File: config.mk
export PLATFORM = sky130hd
export DESIGN_NAME = adder_probe_initiator
export DESIGN_NICKNAME = d
export VERILOG_FILES = /design/src/rtl/adder_probe_initiator.sv
export SDC_FILE = /design/constraint.sdc
export NUM_CORES = 1
export LEC_CHECK = 0
export CORE_MARGIN = 1
export CORE_UTILIZATION = 47
export DETAILED_ROUTE_END_ITERATION = 16
export PLACE_DENSITY = 0.72
export SLEW_MARGIN = 20
export SYNTH_ARGS = -nofsm -noshare
export SYNTH_HDL_FRONTEND = slang
export SYNTH_SLANG_ARGS = --single-unit
File: constraint.sdc
create_clock -name clk -period 2.6 [get_ports clk]
set_input_delay 0.39 -clock clk [delete_from_list [all_inputs] [get_ports clk]]
set_output_delay 0.39 -clock clk [all_outputs]
set_load 0.02 [all_outputs]
File: src/rtl/adder_probe_initiator.sv
// ============================================================================
// Module  : adder_probe_initiator
// Purpose : Self-test initiator/checker for the registered 7-bit pin adder.
//           Generates pseudo-random operand pairs from a 16-bit LFSR, drives
//           them to the adder, waits a fixed latency, then compares the
//           returned 8-bit sum against the locally computed a+b.
//
// Parameters
//   LAT      cycles from operand update to a valid sum_in (>= 1)
//   NUM_VEC  vectors per run (1..255)
//   SEED     LFSR reset/restart value (must be nonzero)
//
// Ports
//   clk       in   1  clock, all state on rising edge
//   rst_n     in   1  asynchronous active-low reset
//   start     in   1  begin a run (sampled in IDLE or DONE only)
//   a_out     out  7  operand A to adder
//   b_out     out  7  operand B to adder
//   sum_in    in   8  sum returned by adder (bit 7 is the carry)
//   busy      out  1  run in progress (DRIVE/WAIT)
//   done      out  1  run finished, held until next start
//   pass      out  1  run finished with zero mismatches
//   err_cnt   out  8  mismatch count, saturates at 255
//   fail_idx  out  8  index of first failing vector (optional feature)
//   fail_sum  out  8  sum_in observed at first failure (optional feature)
//
// Configuration macro
//   PROBE_FIRST_FAIL_EN  when defined, captures the first failing vector
//                        index and observed sum; when undefined, fail_idx
//                        and fail_sum are tied to zero and no capture
//                        flops exist.
// ============================================================================
module adder_probe_initiator #(
    parameter int          LAT     = 1,
    parameter int          NUM_VEC = 16,
    parameter logic [15:0] SEED    = 16'hACE1
) (
    input  logic       clk,
    input  logic       rst_n,
    input  logic       start,
    output logic [6:0] a_out,
    output logic [6:0] b_out,
    input  logic [7:0] sum_in,
    output logic       busy,
    output logic       done,
    output logic       pass,
    output logic [7:0] err_cnt,
    output logic [7:0] fail_idx,
    output logic [7:0] fail_sum
);

    // Wait counter only has to hold LAT-1, but keep it at least one bit wide.
    localparam int         CW       = (LAT > 1) ? $clog2(LAT) : 1;
    localparam logic [CW-1:0] WAIT_INIT = CW'(LAT - 1);
    localparam logic [7:0] LAST_VEC = 8'(NUM_VEC - 1);

    typedef enum logic [1:0] {
        IDLE,
        DRIVE,
        WAIT,
        DONE
    } state_t;

    state_t        r_state;
    logic [15:0]   r_lfsr;
    logic [6:0]    r_aOut;
    logic [6:0]    r_bOut;
    logic [7:0]    r_vec;
    logic [CW-1:0] r_waitCnt;
    logic [7:0]    r_errCnt;
    logic          r_busy;
    logic          r_done;
    logic          r_pass;

    logic          w_feedback;
    logic [15:0]   w_lfsrNext;
    logic [7:0]    w_expected;
    logic          w_mismatch;
    logic          w_startOk;
    logic          w_compare;
    logic [7:0]    w_errNext;

    // Next LFSR value: Fibonacci form of x^16+x^14+x^13+x^11+1, shifting
    // left with the feedback bit entering at bit 0.
    assign w_feedback = r_lfsr[15] ^ r_lfsr[13] ^ r_lfsr[12] ^ r_lfsr[10];
    assign w_lfsrNext = {r_lfsr[14:0], w_feedback};

    // The reference sum is taken from the operands actually on the pins, so
    // the comparison always matches what the adder was given.
    assign w_expected = {1'b0, r_aOut} + {1'b0, r_bOut};
    assign w_mismatch = (sum_in != w_expected);

    // A run may only be launched from IDLE or DONE; start is ignored while
    // the probe is busy.
    assign w_startOk = start && ((r_state == IDLE) || (r_state == DONE));

    // The compare happens on the edge that ends the final WAIT cycle.
    assign w_compare = (r_state == WAIT) && (r_waitCnt == '0);

    // Error count including the current compare, clamped at 255 so that it
    // can never wrap back to zero and fake a pass.
    assign w_errNext = (w_compare && w_mismatch && (r_errCnt != 8'hFF))
                       ? r_errCnt + 8'd1 : r_errCnt;

    // Main sequencer. Each vector spends one DRIVE cycle plus LAT WAIT
    // cycles, giving a vector period of LAT+1 clocks. Operands for the next
    // vector are loaded on the same edge as the compare, so the adder sees
    // the new pair while the FSM sits in DRIVE. busy/done/pass are
    // registered alongside the state so they never glitch.
    always_ff @(posedge clk or negedge rst_n) begin
        if (!rst_n) begin
            r_state   <= IDLE;
            r_lfsr    <= SEED;
            r_aOut    <= '0;
            r_bOut    <= '0;
            r_vec     <= '0;
            r_waitCnt <= '0;
            r_errCnt  <= '0;
            r_busy    <= 1'b0;
            r_done    <= 1'b0;
            r_pass    <= 1'b0;
        end else begin
            case (r_state)
                IDLE, DONE: begin
                    if (w_startOk) begin
                        r_state  <= DRIVE;
                        r_lfsr   <= SEED;
                        r_aOut   <= SEED[6:0];
                        r_bOut   <= SEED[14:8];
                        r_vec    <= '0;
                        r_errCnt <= '0;
                        r_busy   <= 1'b1;
                        r_done   <= 1'b0;
                        r_pass   <= 1'b0;
                    end
                end
                DRIVE: begin
                    r_state   <= WAIT;
                    r_waitCnt <= WAIT_INIT;
                end
                WAIT: begin
                    if (r_waitCnt != '0) begin
                        r_waitCnt <= r_waitCnt - 1'b1;
                    end else begin
                        r_errCnt <= w_errNext;
                        if (r_vec == LAST_VEC) begin
                            r_state <= DONE;
                            r_busy  <= 1'b0;
                            r_done  <= 1'b1;
                            r_pass  <= (w_errNext == 8'd0);
                        end else begin
                            r_state <= DRIVE;
                            r_vec   <= r_vec + 8'd1;
                            r_lfsr  <= w_lfsrNext;
                            r_aOut  <= w_lfsrNext[6:0];
                            r_bOut  <= w_lfsrNext[14:8];
                        end
                    end
                end
                default: begin
                    r_state <= IDLE;
                    r_busy  <= 1'b0;
                end
            endcase
        end
    end

`ifdef PROBE_FIRST_FAIL_EN
    logic [7:0] r_failIdx;
    logic [7:0] r_failSum;
    logic       r_failSeen;

    // First-failure capture. Only the earliest mismatch of a run is kept;
    // the record is wiped whenever a new run is launched.
    always_ff @(posedge clk or negedge rst_n) begin
        if (!rst_n) begin
            r_failIdx  <= '0;
            r_failSum  <= '0;
            r_failSeen <= 1'b0;
        end else if (w_startOk) begin
            r_failIdx  <= '0;
            r_failSum  <= '0;
            r_failSeen <= 1'b0;
        end else if (w_compare && w_mismatch && !r_failSeen) begin
            r_failIdx  <= r_vec;
            r_failSum  <= sum_in;
            r_failSeen <= 1'b1;
        end
    end

    assign fail_idx = r_failIdx;
    assign fail_sum = r_failSum;
`else
    assign fail_idx = 8'd0;
    assign fail_sum = 8'd0;
`endif

    assign a_out   = r_aOut;
    assign b_out   = r_bOut;
    assign busy    = r_busy;
    assign done    = r_done;
    assign pass    = r_pass;
    assign err_cnt = r_errCnt;

endmodule
==> out/results.tsv, run 1 <==
stage	metric	value	unit
grt	global-route wire length before repair	10400	µm
grt	global routing usage on met1	0.311	
hold_path	class of the most critical hold timing path	primary input to async pin	
synthesis	library cell occupying the most area in the post-synthesis netlist	dfrtp_1	
grt	busiest layer in global routing	met2	
place	instance count after placement with tap cells included	413	
clock_network	number of buffers on the longest clock path	2	
finish	total of fill cells in the finished design	453	
synthesis	synthesized area divided by synthesized cell count	9.07	µm²
die	initial core utilization	0.491	
route	DRC marker count from the first detailed-route iteration	119	
sta	slew of the pin with the lowest slew margin	0.763	ns
grt	met2 track utilization from global routing	0.335	
sta	Final min period	2.85	ns
sta	Final WS setup	-0.253	ns
route	iteration count of the initial detailed-routing pass	4	
synthesis	most frequently used cell type in the post-synthesis netlist	nor2_1	
finish	count of inserted antenna diode cells	0	
clock_network	clock network latency to the later pin of the worst-skew pair	0.30	ns
die	Top Ports	52	
power_and_ir_drop	combinational fraction of design power	0.574	
synthesis	Post-synth EDFFs	0	
place	number of buffers added on ports	35	
synthesis	FFs w/ async S/R, synth	1.00	
worst_setup_path	arrival time worst endpoint	3.05	ns
sta	Final Hold Viols	0	
synthesis	top cells by count, synth	37 x nor2_1, 35 x dfrtp_1, 29 x nand2_1	
synthesis	top flip-flop cell by instance count after synthesis	dfrtp_1	
finish	fraction of final layout cells with drive strength greater than 1	0.199	
clock_network	TritonCTS clock tree	built	
die	die extent in x	78.3	µm
route	Total Routed Length	6230	µm
clock_network	clock buffer count from CTS	5	
worst_setup_path	CP startpoint kind	flip-flop	
status	violations in the final reports	negative setup slack	
route	via density per instance	5.36	
power_and_ir_drop	Leak	1.48	nW
power_and_ir_drop	peak ir drop on the vdd network	0.453	mV
synthesis	number of distinct library cells after synthesis	52	
route	number of nets with antenna violations after detailed routing	0	
grt	global-route track usage on met3	0.0419	
synthesis	post-synthesis instance area	2740	µm²
finish	number of cells in the finished layout apart from fillers	428	
grt	largest net degree at the start of global routing	34	
sta	worst slew margin relative to its limit	0.491	
clock_network	clock sink count	43	
finish	Final Core Density	0.622	
grt	overflow left after global routing	0	
die	area of the die	6140	µm²
die	Rows	27	
finish	Synth-to-Final Area Change	26.7	%
worst_setup_path	crit path capture type	flip-flop	
grt	via count of the first global-routing pass	2165	
grt	initial antenna violation count	0	
sta	clk_skew	0.00895	ns
grt	global-route usage over all layers	0.218	
power_and_ir_drop	power dissipated by switching net loads	1.49	mW
synthesis	post-synthesis sequential area ratio	0.397	
worst_setup_path	WP data required	2.80	ns
clock_network	total of hold buffers inserted after clock tree synthesis	0	
clock_network	Clock Root Buffer	clkbuf_8	
place	Placed Area	3180	µm²
clock_network	CTS clock-pin slew for the worst setup and hold paths	0.09	ns
status	status	complete, but fails checks	
sta	unrepaired setup endpoints after global routing	yes	
sta	final worst-path cycle share	1.10	
power_and_ir_drop	proportion of power drawn by the clock network	0.136	
finish	Final #Nets	378	
finish	Multi-input gate area	1560	µm²
clock_network	H-tree depth	2	
route	routed wirelength normalized by instance count	14.6	µm
synthesis	share of the synthesized area in the top cell type	0.320	
power_and_ir_drop	P per Cell Area	1000	nW/µm²
place	RePlAce Congestion	0.850	
sta	number of slew-limit violations in the final report	0	
power_and_ir_drop	fraction of power spent switching nets	0.428	
worst_setup_path	flop-to-flop setup slack	-0.25	ns
sta	setup-violating endpoint count in the final report	9	
synthesis	number of synthesis warnings	0	
worst_setup_path	worst setup path class	flip-flop to flip-flop	
route	residual DRC count	0	
place	HPWL reported at the end of detailed placement	4310	µm
die	Std-Cell Core Area	5570	µm²
power_and_ir_drop	power share of the sequential group	0.290	
flow_run	max-cap violations	0	
sta	maximum clock frequency	350	MHz
route	via count	2293	
die	vertical die dimension	78.3	µm
finish	area taken by flip-flops and latches	1090	µm²
synthesis	gate count after technology mapping	302	
power_and_ir_drop	internal power contribution	1.99	mW
finish	final instance area	3470	µm²
synthesis	#FFs+latches synth	43	
synthesis	dominant cells by area after synthesis	dfrtp_1 32%, dfstp_2 7.7%, buf_4 6.9%	
worst_setup_path	largest driver fanout on the critical path	3	
==> registers in the layout, indices dropped and copies added, names as in the netlist <==
signal   count
a_out        3
b_out        3
busy         1
done         1
err_cnt      8
pass         1
r_lfsr      16
r_state      2
r_vec        8
==> path summary, 6_finish.rpt <==
kind,cells after the start,startpoint,to
max,11,a_out[0],pass
min,1,rst_n,err_cnt[0]
max reg2reg,11,a_out[0],pass
min reg2reg,2,r_lfsr[11],r_lfsr[11]
max in group asynchronous,2,rst_n,r_vec[3]
min in group clk,2,r_lfsr[11],r_lfsr[11]
==> power groups by stage <==
stage	registers (mW)	clock network, mW	logic [mW]
2_1_floorplan	1.07	0	1.19
3_5_place_dp	1.02	0	1.81
6_report	1.01	0.474	2.00
4_1_cts	1.01	0.486	1.89
5_1_grt	1.03	0.516	2.21
3_3_place_gp	1.01	0	1.78
==> worst max-delay path, stage by stage (launching register included) <==
cell	delay, ns
dfrtp_2	0.44
ha_4	0.17
fa_2	0.37
a211oi_2	0.26
o21bai_1	0.11
a21oi_2	0.27
xnor2_4	0.20
buf_4	0.16
o211a_1	0.21
mux2i_1	0.20
o311ai_1	0.11
o32ai_1	0.26
==> routing by layer <==
layer,vias up,part of all wire
li1,1116,-
met1,1115,0.49
met2,55,0.47
met3,7,0.034
met4,0,0.011
met5,-,0
==> stage by stage <==
step | TNS [ns] | worst slack (ns) | hold slack [ns] | power (mW)
6_report | -1.06 | -0.253 | 0.145 | 3.49
5_1_grt | -2.45 | -0.377 | 0.196 | 3.75
4_1_cts | -0.856 | -0.215 | 0.178 | 3.38
3_5_place_dp | -1.37 | -0.306 | 0.463 | 2.83
3_3_place_gp | -0.930 | -0.194 | 0.452 | 2.78
2_1_floorplan | -0.0498 | -0.0311 | 0.0944 | 2.26
==> placed cells by master (no fill, tap or decap), drive strengths merged, types with 2 or more instances in the layout <==
master,instances
inv,8
dfstp,8
nor2,37
conb,16
nor3b,4
ha,11
o211ai,2
nand4,2
o22ai,3
a311oi,2
nor2b,2
clkbuf,8
and3,2
nand3,11
buf,34
nor3,7
or2b,2
xor2,8
a211oi,3
a21oi,21
and2,2
mux2i,5
xnor2,15
o21bai,2
o21ai,13
a21o,3
dfrtp,35
nand2,29
nor4,4
a22o,9
clkdlybuf4s50,34
==> final cells by class <==
cell class | count | area share
flip-flops and latches | 43 | 0.313
clock buffers | 8 | 0.0288
multi-input cells | 229 | 0.450
inverters | 8 | 0.00865
well taps | 72 | 0.0260
repair buffers | 68 | 0.173
==> timing repair <==
item | CTS | global route
setup endpoints to repair | 9 | 9
endpoints found under the hold margin | 0 | 0
pin swaps | 5 | 12
setup buffers | 3 | 5
gates cloned | 1 | 0
gates resized for setup | 10 | 14
==> logic make-up (layout without fill, tap and decap cells) <==
family / count (synthesis) / after routing / share of synthesized area
compound gates: 66 / 67 / 0.161
xor+xnor: 23 / 23 / 0.0736
fa+ha+maj: 12 / 12 / 0.0576
buf+inv: 46 / 84 / 0.110
flops: 43 / 43 / 0.397
mux: 5 / 5 / 0.0183
other cells: 1 / 16 / 0.00137
simple gates: 106 / 106 / 0.182
No activity file was read; power rests on OpenSTA's default activity.
==> inputs of run 2 (changes only) <==
Settings changed: TNS_END_PERCENT set to 5.
==> run 2 against run 1 <==
Effect of this change: the flow still finishes with violations (negative setup slack); critical path depth stayed put; clock skew hardly changed; highest routed layer unchanged; fmax is 1.3% higher; non-clock buffer count is 5 lower; critical endpoint unchanged; via count is 0.83% lower; flip-flop and latch count stayed put; sequential share of layout area is 0.98 points higher; combinational power is 5% lower.
==> out/results.tsv, run 2 (synthesized netlist as in run 1, its figures left out) <==
stage	metric	value	unit	change
die	Std-Cell Core Area	5570	µm²	unchanged
place	RePlAce Congestion	0.850		unchanged
hold_path	class of the most critical hold timing path	primary input to async pin		unchanged
clock_network	clock buffer count from CTS	5		unchanged
finish	most common cell after layout, fill and taps aside	nor2_1		unchanged
sta	unrepaired setup endpoints after global routing	yes		unchanged
place	number of buffers added on ports	35		unchanged
clock_network	clock network latency to the later pin of the worst-skew pair	0.30	ns	about the same
sta	clk_skew	0.00880	ns	was 0.00895 ns
route	number of nets with antenna violations after detailed routing	0		unchanged
sta	Final WS setup	-0.217	ns	was -0.253 ns
clock_network	Clock Root Buffer	clkbuf_8		unchanged
sta	Final Hold Viols	0		unchanged
sta	final worst-path cycle share	1.08		was 1.10
die	area of the die	6140	µm²	unchanged
grt	overflow left after global routing	0		unchanged
die	Rows	27		unchanged
worst_setup_path	largest driver fanout on the critical path	3		unchanged
worst_setup_path	worst setup path class	flip-flop to flip-flop		unchanged
power_and_ir_drop	peak ir drop on the vdd network	0.453	mV	about the same
power_and_ir_drop	post-layout total power	3.38	mW	was 3.49 mW
status	status	complete, but fails checks		unchanged
route	Total Routed Length	6120	µm	was 6230 µm
clock_network	total of hold buffers inserted after clock tree synthesis	0		unchanged
die	die extent in x	78.3	µm	unchanged
clock_network	TritonCTS clock tree	built		unchanged
die	Top Ports	52		unchanged
grt	global-route wire length before repair	10200	µm	was 10400 µm
worst_setup_path	crit path capture type	flip-flop		unchanged
sta	worst slew margin relative to its limit	0.488		was 0.491
route	iteration count of the initial detailed-routing pass	4		unchanged
sta	slew of the pin with the lowest slew margin	0.767	ns	was 0.763 ns
route	residual DRC count	0		unchanged
route	via density per instance	5.38		was 5.36
sta	number of slew-limit violations in the final report	0		unchanged
worst_setup_path	arrival time worst endpoint	3.02	ns	was 3.05 ns
clock_network	H-tree depth	2		unchanged
power_and_ir_drop	Leak	1.45	nW	was 1.48 nW
sta	setup-violating endpoint count in the final report	7		was 9
finish	fraction of final layout cells with drive strength greater than 1	0.174		was 0.199
clock_network	clock sink count	43		unchanged
route	via count	2274		was 2293
finish	Most flops, register	r_lfsr		unchanged
grt	largest net degree at the start of global routing	34		unchanged
finish	Final #Nets	373		was 378
clock_network	CTS clock-pin slew for the worst setup and hold paths	0.08	ns	was 0.09 ns
worst_setup_path	WP data required	2.80	ns	about the same
finish	most frequent cells in the layout	37 x nor2_1, 34 x dfrtp_1, 34 x clkdlybuf4s50_1, 29 x nand2_1, 28 x buf_4		was 37 x nor2_1, 34 x dfrtp_1, 34 x clkdlybuf4s50_1, 31 x buf_4, 29 x nand2_1
place	HPWL reported at the end of detailed placement	4310	µm	unchanged
die	initial core utilization	0.491		unchanged
power_and_ir_drop	P per Cell Area	1010	nW/µm²	was 1000 nW/µm²
die	vertical die dimension	78.3	µm	unchanged
finish	max FFs per register	16		unchanged
grt	initial antenna violation count	0		unchanged
route	routed wirelength normalized by instance count	14.5	µm	was 14.6 µm
worst_setup_path	CP startpoint kind	flip-flop		unchanged
clock_network	number of buffers on the longest clock path	2		unchanged
sta	Final min period	2.82	ns	was 2.85 ns
sta	TNS Setup	-0.883	ns	was -1.06 ns
grt	via count of the first global-routing pass	2132		was 2165
place	post-placement worst setup slack	-0.306	ns	unchanged
status	violations in the final reports	negative setup slack		unchanged
flow_run	max-cap violations	0		unchanged
sta	maximum clock frequency	355	MHz	was 350 MHz
finish	Final Core Density	0.604		was 0.622
route	DRC marker count from the first detailed-route iteration	96		was 119
finish	count of inserted antenna diode cells	0		unchanged
finish	Synth-to-Final Area Change	22.8	%	was 26.7%
grt	global-route usage over all layers	0.214		was 0.218
-- run 2: changes by cell type in the layout (fill, tap and decap cells not counted), sizes merged --
cell / delta
buf: -5
-- run 2: metrics by stage --
| step | area, µm² | cells | hold slack (ns) |
|---|---|---|---|
| floorplan | 2810 | 317 | 0.0944 |
| global placement | 3180 | 413 | 0.452 |
| detailed placement | 3180 | 413 | 0.463 |
| CTS | 3310 | 421 | 0.178 |
| global route | 3360 | 423 | 0.195 |
| finish | 3360 | 423 | 0.146 |
-- run 2: what timing repair did --
action | 4_1_cts | 5_1_grt
buffers inserted | 0 | 1
resized for setup | 8 | 5
pin swaps | 1 | 5
setup endpoints to repair | 9 | 9
gates cloned | 0 | 1
-- run 2: layer usage --
metal  GRT usage  routed length [µm]
met5           0                   0
met4      0.0574                  72
met1       0.307                2950
met2       0.331                2890
met3      0.0407                 204
-- run 2: path summary, 6_finish.rpt --
path                            cells after the start  slack (ns)          to       start
worst max-delay path                               11       -0.22        pass    a_out[0]
worst min-delay path                                1        0.15  err_cnt[0]       rst_n
worst max register to register                     11       -0.22        pass    a_out[0]
worst min register to register                      2        0.47  r_lfsr[11]  r_lfsr[11]
max in group asynchronous                           2        1.81    r_vec[3]       rst_n
min in group clk                                    2        0.47  r_lfsr[11]  r_lfsr[11]
-- run 2: worst max-delay path, cell delays in order (launching register included) --
cell	delay (ns)
dfrtp_2	0.44
ha_4	0.17
fa_1	0.44
a211oi_2	0.23
o21bai_1	0.12
a21oi_2	0.19
xnor2_2	0.20
buf_4	0.17
o211a_1	0.19
mux2i_1	0.20
o311ai_1	0.11
o32ai_1	0.24
-- run 2: report_power, final --
group,internal [mW],switching (mW),total (mW)
logic,0.824,1.07,1.90
clock network,0.243,0.230,0.473
registers,0.868,0.143,1.01
total,1.93,1.45,3.38
-- run 2: cell type report --
class | count | area [µm²]
Sequential cell | 43 | 1090
Timing Repair Buffer | 63 | 556
Fill cell | 473 | 2210
Inverter | 8 | 30.0
Tap cell | 72 | 90.1
Clock buffer | 8 | 100
Multi-Input combinational cell | 229 | 1500
==> inputs of run 3 (changes only) <==
Settings changed: CORE_MARGIN 1 to 2.
==> run 3 against run 2 <==
Effect of this change: the flow still finishes with violations (negative setup slack); clock skew grew 0.0015 ns; setup slack lost 0.072 ns; power shrank 1.6%; final cell count grew 0.47%; register-to-register slack lost 0.07 ns; sequential share of layout area grew 0.39 points; core utilization shrank 0.72 points; clock power shrank 14%; die area grew 5.2%; largest power group unchanged.
==> out/results.tsv, run 3 (synthesized netlist as in run 1, its figures left out) <==
stage	metric	value	unit	change
status	status	complete, but fails checks		unchanged
status	violations in the final reports	negative setup slack		unchanged
power_and_ir_drop	Leak	1.45	nW	about the same
clock_network	number of buffers on the longest clock path	2		unchanged
place	RePlAce Congestion	0.879		was 0.850
worst_setup_path	CP startpoint kind	flip-flop		unchanged
die	Std-Cell Core Area	5570	µm²	unchanged
worst_setup_path	crit path capture type	flip-flop		unchanged
clock_network	TritonCTS clock tree	built		unchanged
grt	via count of the first global-routing pass	2159		was 2132
clock_network	clock network latency to the later pin of the worst-skew pair	0.29	ns	was 0.30 ns
clock_network	Clock Root Buffer	clkbuf_8		unchanged
hold_path	class of the most critical hold timing path	primary input to async pin		unchanged
worst_setup_path	number of cell instances on the worst register-to-register path	11		unchanged
grt	largest net degree at the start of global routing	44		was 34
sta	Final WS setup	-0.289	ns	was -0.217 ns
finish	total of fill cells in the finished design	481		was 473
worst_setup_path	WP data required	2.78	ns	was 2.80 ns
sta	slew of the pin with the lowest slew margin	0.963	ns	was 0.767 ns
worst_setup_path	slowest CP cell	fa_2		was dfrtp_2
worst_setup_path	RR Startpoint	a_out[0]		unchanged
power_and_ir_drop	proportion of power drawn by the clock network	0.122		was 0.140
die	Rows	27		unchanged
die	Top Ports	52		unchanged
worst_setup_path	largest driver fanout on the critical path	3		unchanged
die	area of the die	6450	µm²	was 6140 µm²
route	via density per instance	5.37		was 5.38
finish	fraction of final layout cells with drive strength greater than 1	0.164		was 0.174
finish	Multi-input gate area	1460	µm²	was 1500 µm²
worst_setup_path	dominant delay contributor by cell family on the critical path	compound AO/OA/AOI/OAI gates		unchanged
worst_setup_path	flop-to-flop setup slack	-0.29	ns	was -0.22 ns
power_and_ir_drop	power dissipated by switching net loads	1.43	mW	was 1.45 mW
sta	unrepaired setup endpoints after global routing	yes		unchanged
worst_setup_path	worst setup path class	flip-flop to flip-flop		unchanged
clock_network	clock buffer count from CTS	5		unchanged
finish	Most flops, register	r_lfsr		unchanged
die	die extent in x	80.3	µm	was 78.3 µm
sta	Final Hold Viols	0		unchanged
grt	overflow left after global routing	0		unchanged
sta	number of slew-limit violations in the final report	0		unchanged
route	via count	2281		was 2274
sta	clk_skew	0.0103	ns	was 0.00880 ns
place	number of buffers added on ports	35		unchanged
sta	Final min period	2.89	ns	was 2.82 ns
grt	global-route usage over all layers	0.200		was 0.214
worst_setup_path	capture point of the worst reg-to-reg path	pass		unchanged
worst_setup_path	critical path cell sequence	ha_4 > fa_2 > xnor2_2 > o211ai_1 > a311oi_1 > nand4_1 > buf_6 > o211a_1 > mux2i_1 > o311ai_1 > o32ai_1		was ha_4 > fa_1 > a211oi_2 > o21bai_1 > a21oi_2 > xnor2_2 > buf_4 > o211a_1 > mux2i_1 > o311ai_1 > o32ai_1
route	Total Routed Length	6000	µm	was 6120 µm
worst_setup_path	arrival time worst endpoint	3.07	ns	was 3.02 ns
finish	Final #Nets	375		was 373
route	routed wirelength normalized by instance count	14.1	µm	was 14.5 µm
route	DRC marker count from the first detailed-route iteration	177		was 96
die	vertical die dimension	80.3	µm	was 78.3 µm
power_and_ir_drop	combinational fraction of design power	0.578		was 0.561
power_and_ir_drop	fraction of power spent switching nets	0.429		was 0.428
die	initial core utilization	0.491		unchanged
finish	area taken by flip-flops and latches	1090	µm²	unchanged
worst_setup_path	buffer and inverter count on the worst path	1		unchanged
route	residual DRC count	0		unchanged
grt	global-route wire length before repair	10100	µm	was 10200 µm
route	number of nets with antenna violations after detailed routing	0		unchanged
finish	Synth-to-Final Area Change	21.4	%	was 22.8%
clock_network	CTS clock-pin slew for the worst setup and hold paths	0.08	ns	about the same
sta	TNS Setup	-1.69	ns	was -0.883 ns
finish	count of inserted antenna diode cells	0		unchanged
clock_network	total of hold buffers inserted after clock tree synthesis	0		unchanged
finish	max FFs per register	16		unchanged
grt	initial antenna violation count	0		unchanged
power_and_ir_drop	post-layout total power	3.33	mW	was 3.38 mW
power_and_ir_drop	power share of the sequential group	0.300		was 0.299
route	iteration count of the initial detailed-routing pass	4		unchanged
power_and_ir_drop	peak ir drop on the vdd network	0.490	mV	was 0.453 mV
clock_network	H-tree depth	2		unchanged
power_and_ir_drop	P per Cell Area	1000	nW/µm²	was 1010 nW/µm²
finish	most frequent cells in the layout	37 x nor2_1, 34 x dfrtp_1, 34 x clkdlybuf4s50_1, 29 x nand2_1, 29 x buf_4		was 37 x nor2_1, 34 x dfrtp_1, 34 x clkdlybuf4s50_1, 29 x nand2_1, 28 x buf_4
sta	setup-violating endpoint count in the final report	9		was 7
sta	worst slew margin relative to its limit	0.358		was 0.488
sta	final worst-path cycle share	1.11		was 1.08
power_and_ir_drop	internal power contribution	1.90	mW	was 1.93 mW
finish	most common cell after layout, fill and taps aside	nor2_1		unchanged
sta	maximum clock frequency	346	MHz	was 355 MHz
place	HPWL reported at the end of detailed placement	4290	µm	was 4310 µm
clock_network	clock sink count	43		unchanged
flow_run	max-cap violations	0		unchanged
worst_setup_path	largest stage delay on the critical path	0.54	ns	was 0.44 ns
-- run 3: cell types whose count changed in the layout (fill, tap and decap cells not counted), sizes merged --
| cell | change |
|---|---|
| buf | +2 |
| clkbuf | -1 |
| clkinv | +1 |
-- run 3: worst reg2reg max path: stages, from the launching register on --
cell	delay [ns]
dfrtp_2	0.42
ha_4	0.16
fa_2	0.54
xnor2_2	0.11
o211ai_1	0.10
a311oi_1	0.28
nand4_1	0.16
buf_6	0.17
o211a_1	0.23
mux2i_1	0.15
o311ai_1	0.12
o32ai_1	0.33
-- run 3: worst max path at each step --
stage,startpoint,endpoint,depth (start not counted),slack [ns]
2_1_floorplan,a_out[0],pass,11,-0.03
3_3_place_gp,a_out[0],pass,10,-0.20
3_5_place_dp,a_out[0],pass,10,-0.36
4_1_cts,r_lfsr[8],pass,11,-0.17
5_1_grt,r_lfsr[8],pass,11,-0.51
6_report,a_out[0],pass,11,-0.29
-- run 3: routing by layer --
metal / GRT usage / part of all wire / wire length (µm) / up-vias
met4: 0.0458 / 0.0057 / 34 / 0
li1: - / - / - / 1111
met2: 0.309 / 0.45 / 2700 / 82
met1: 0.286 / 0.48 / 2900 / 1084
met5: 0 / 0 / 0 / -
met3: 0.0461 / 0.060 / 359 / 4
-- run 3: metrics by stage --
step	hold slack, ns	area [µm²]	utilization	std cells	setup slack, ns
2_1_floorplan	0.0944	2810	-	317	-0.0311
3_3_place_gp	0.450	3170	0.569	412	-0.203
3_5_place_dp	0.452	3170	0.569	412	-0.359
4_1_cts	0.276	3310	0.594	424	-0.173
5_1_grt	0.302	3320	0.596	425	-0.510
6_report	0.248	3320	0.596	425	-0.289
-- run 3: final cells by class --
class	count	area share
multi-input cells	229	0.440
flip-flops and latches	43	0.327
repair buffers	65	0.173
well taps	72	0.0271
clock buffers	7	0.0230
inverters	8	0.00903
clock inverters	1	0.00151
-- run 3: power by group through the flow --
stage,clock network [mW],registers (mW),logic [mW]
after floorplan,0,1.07,1.19
after global placement,0,1.01,1.78
after detailed placement,0,1.01,1.82
after CTS,0.422,0.999,1.90
after global routing,0.455,1.02,2.13
final,0.405,1.00,1.92
-- run 3: what timing repair did --
item | CTS | global route
setup endpoints to repair | 8 | 9
setup buffers | 3 | 1
resized for setup | 7 | 1
cloned | 1 | 0
pin swaps | 10 | 4
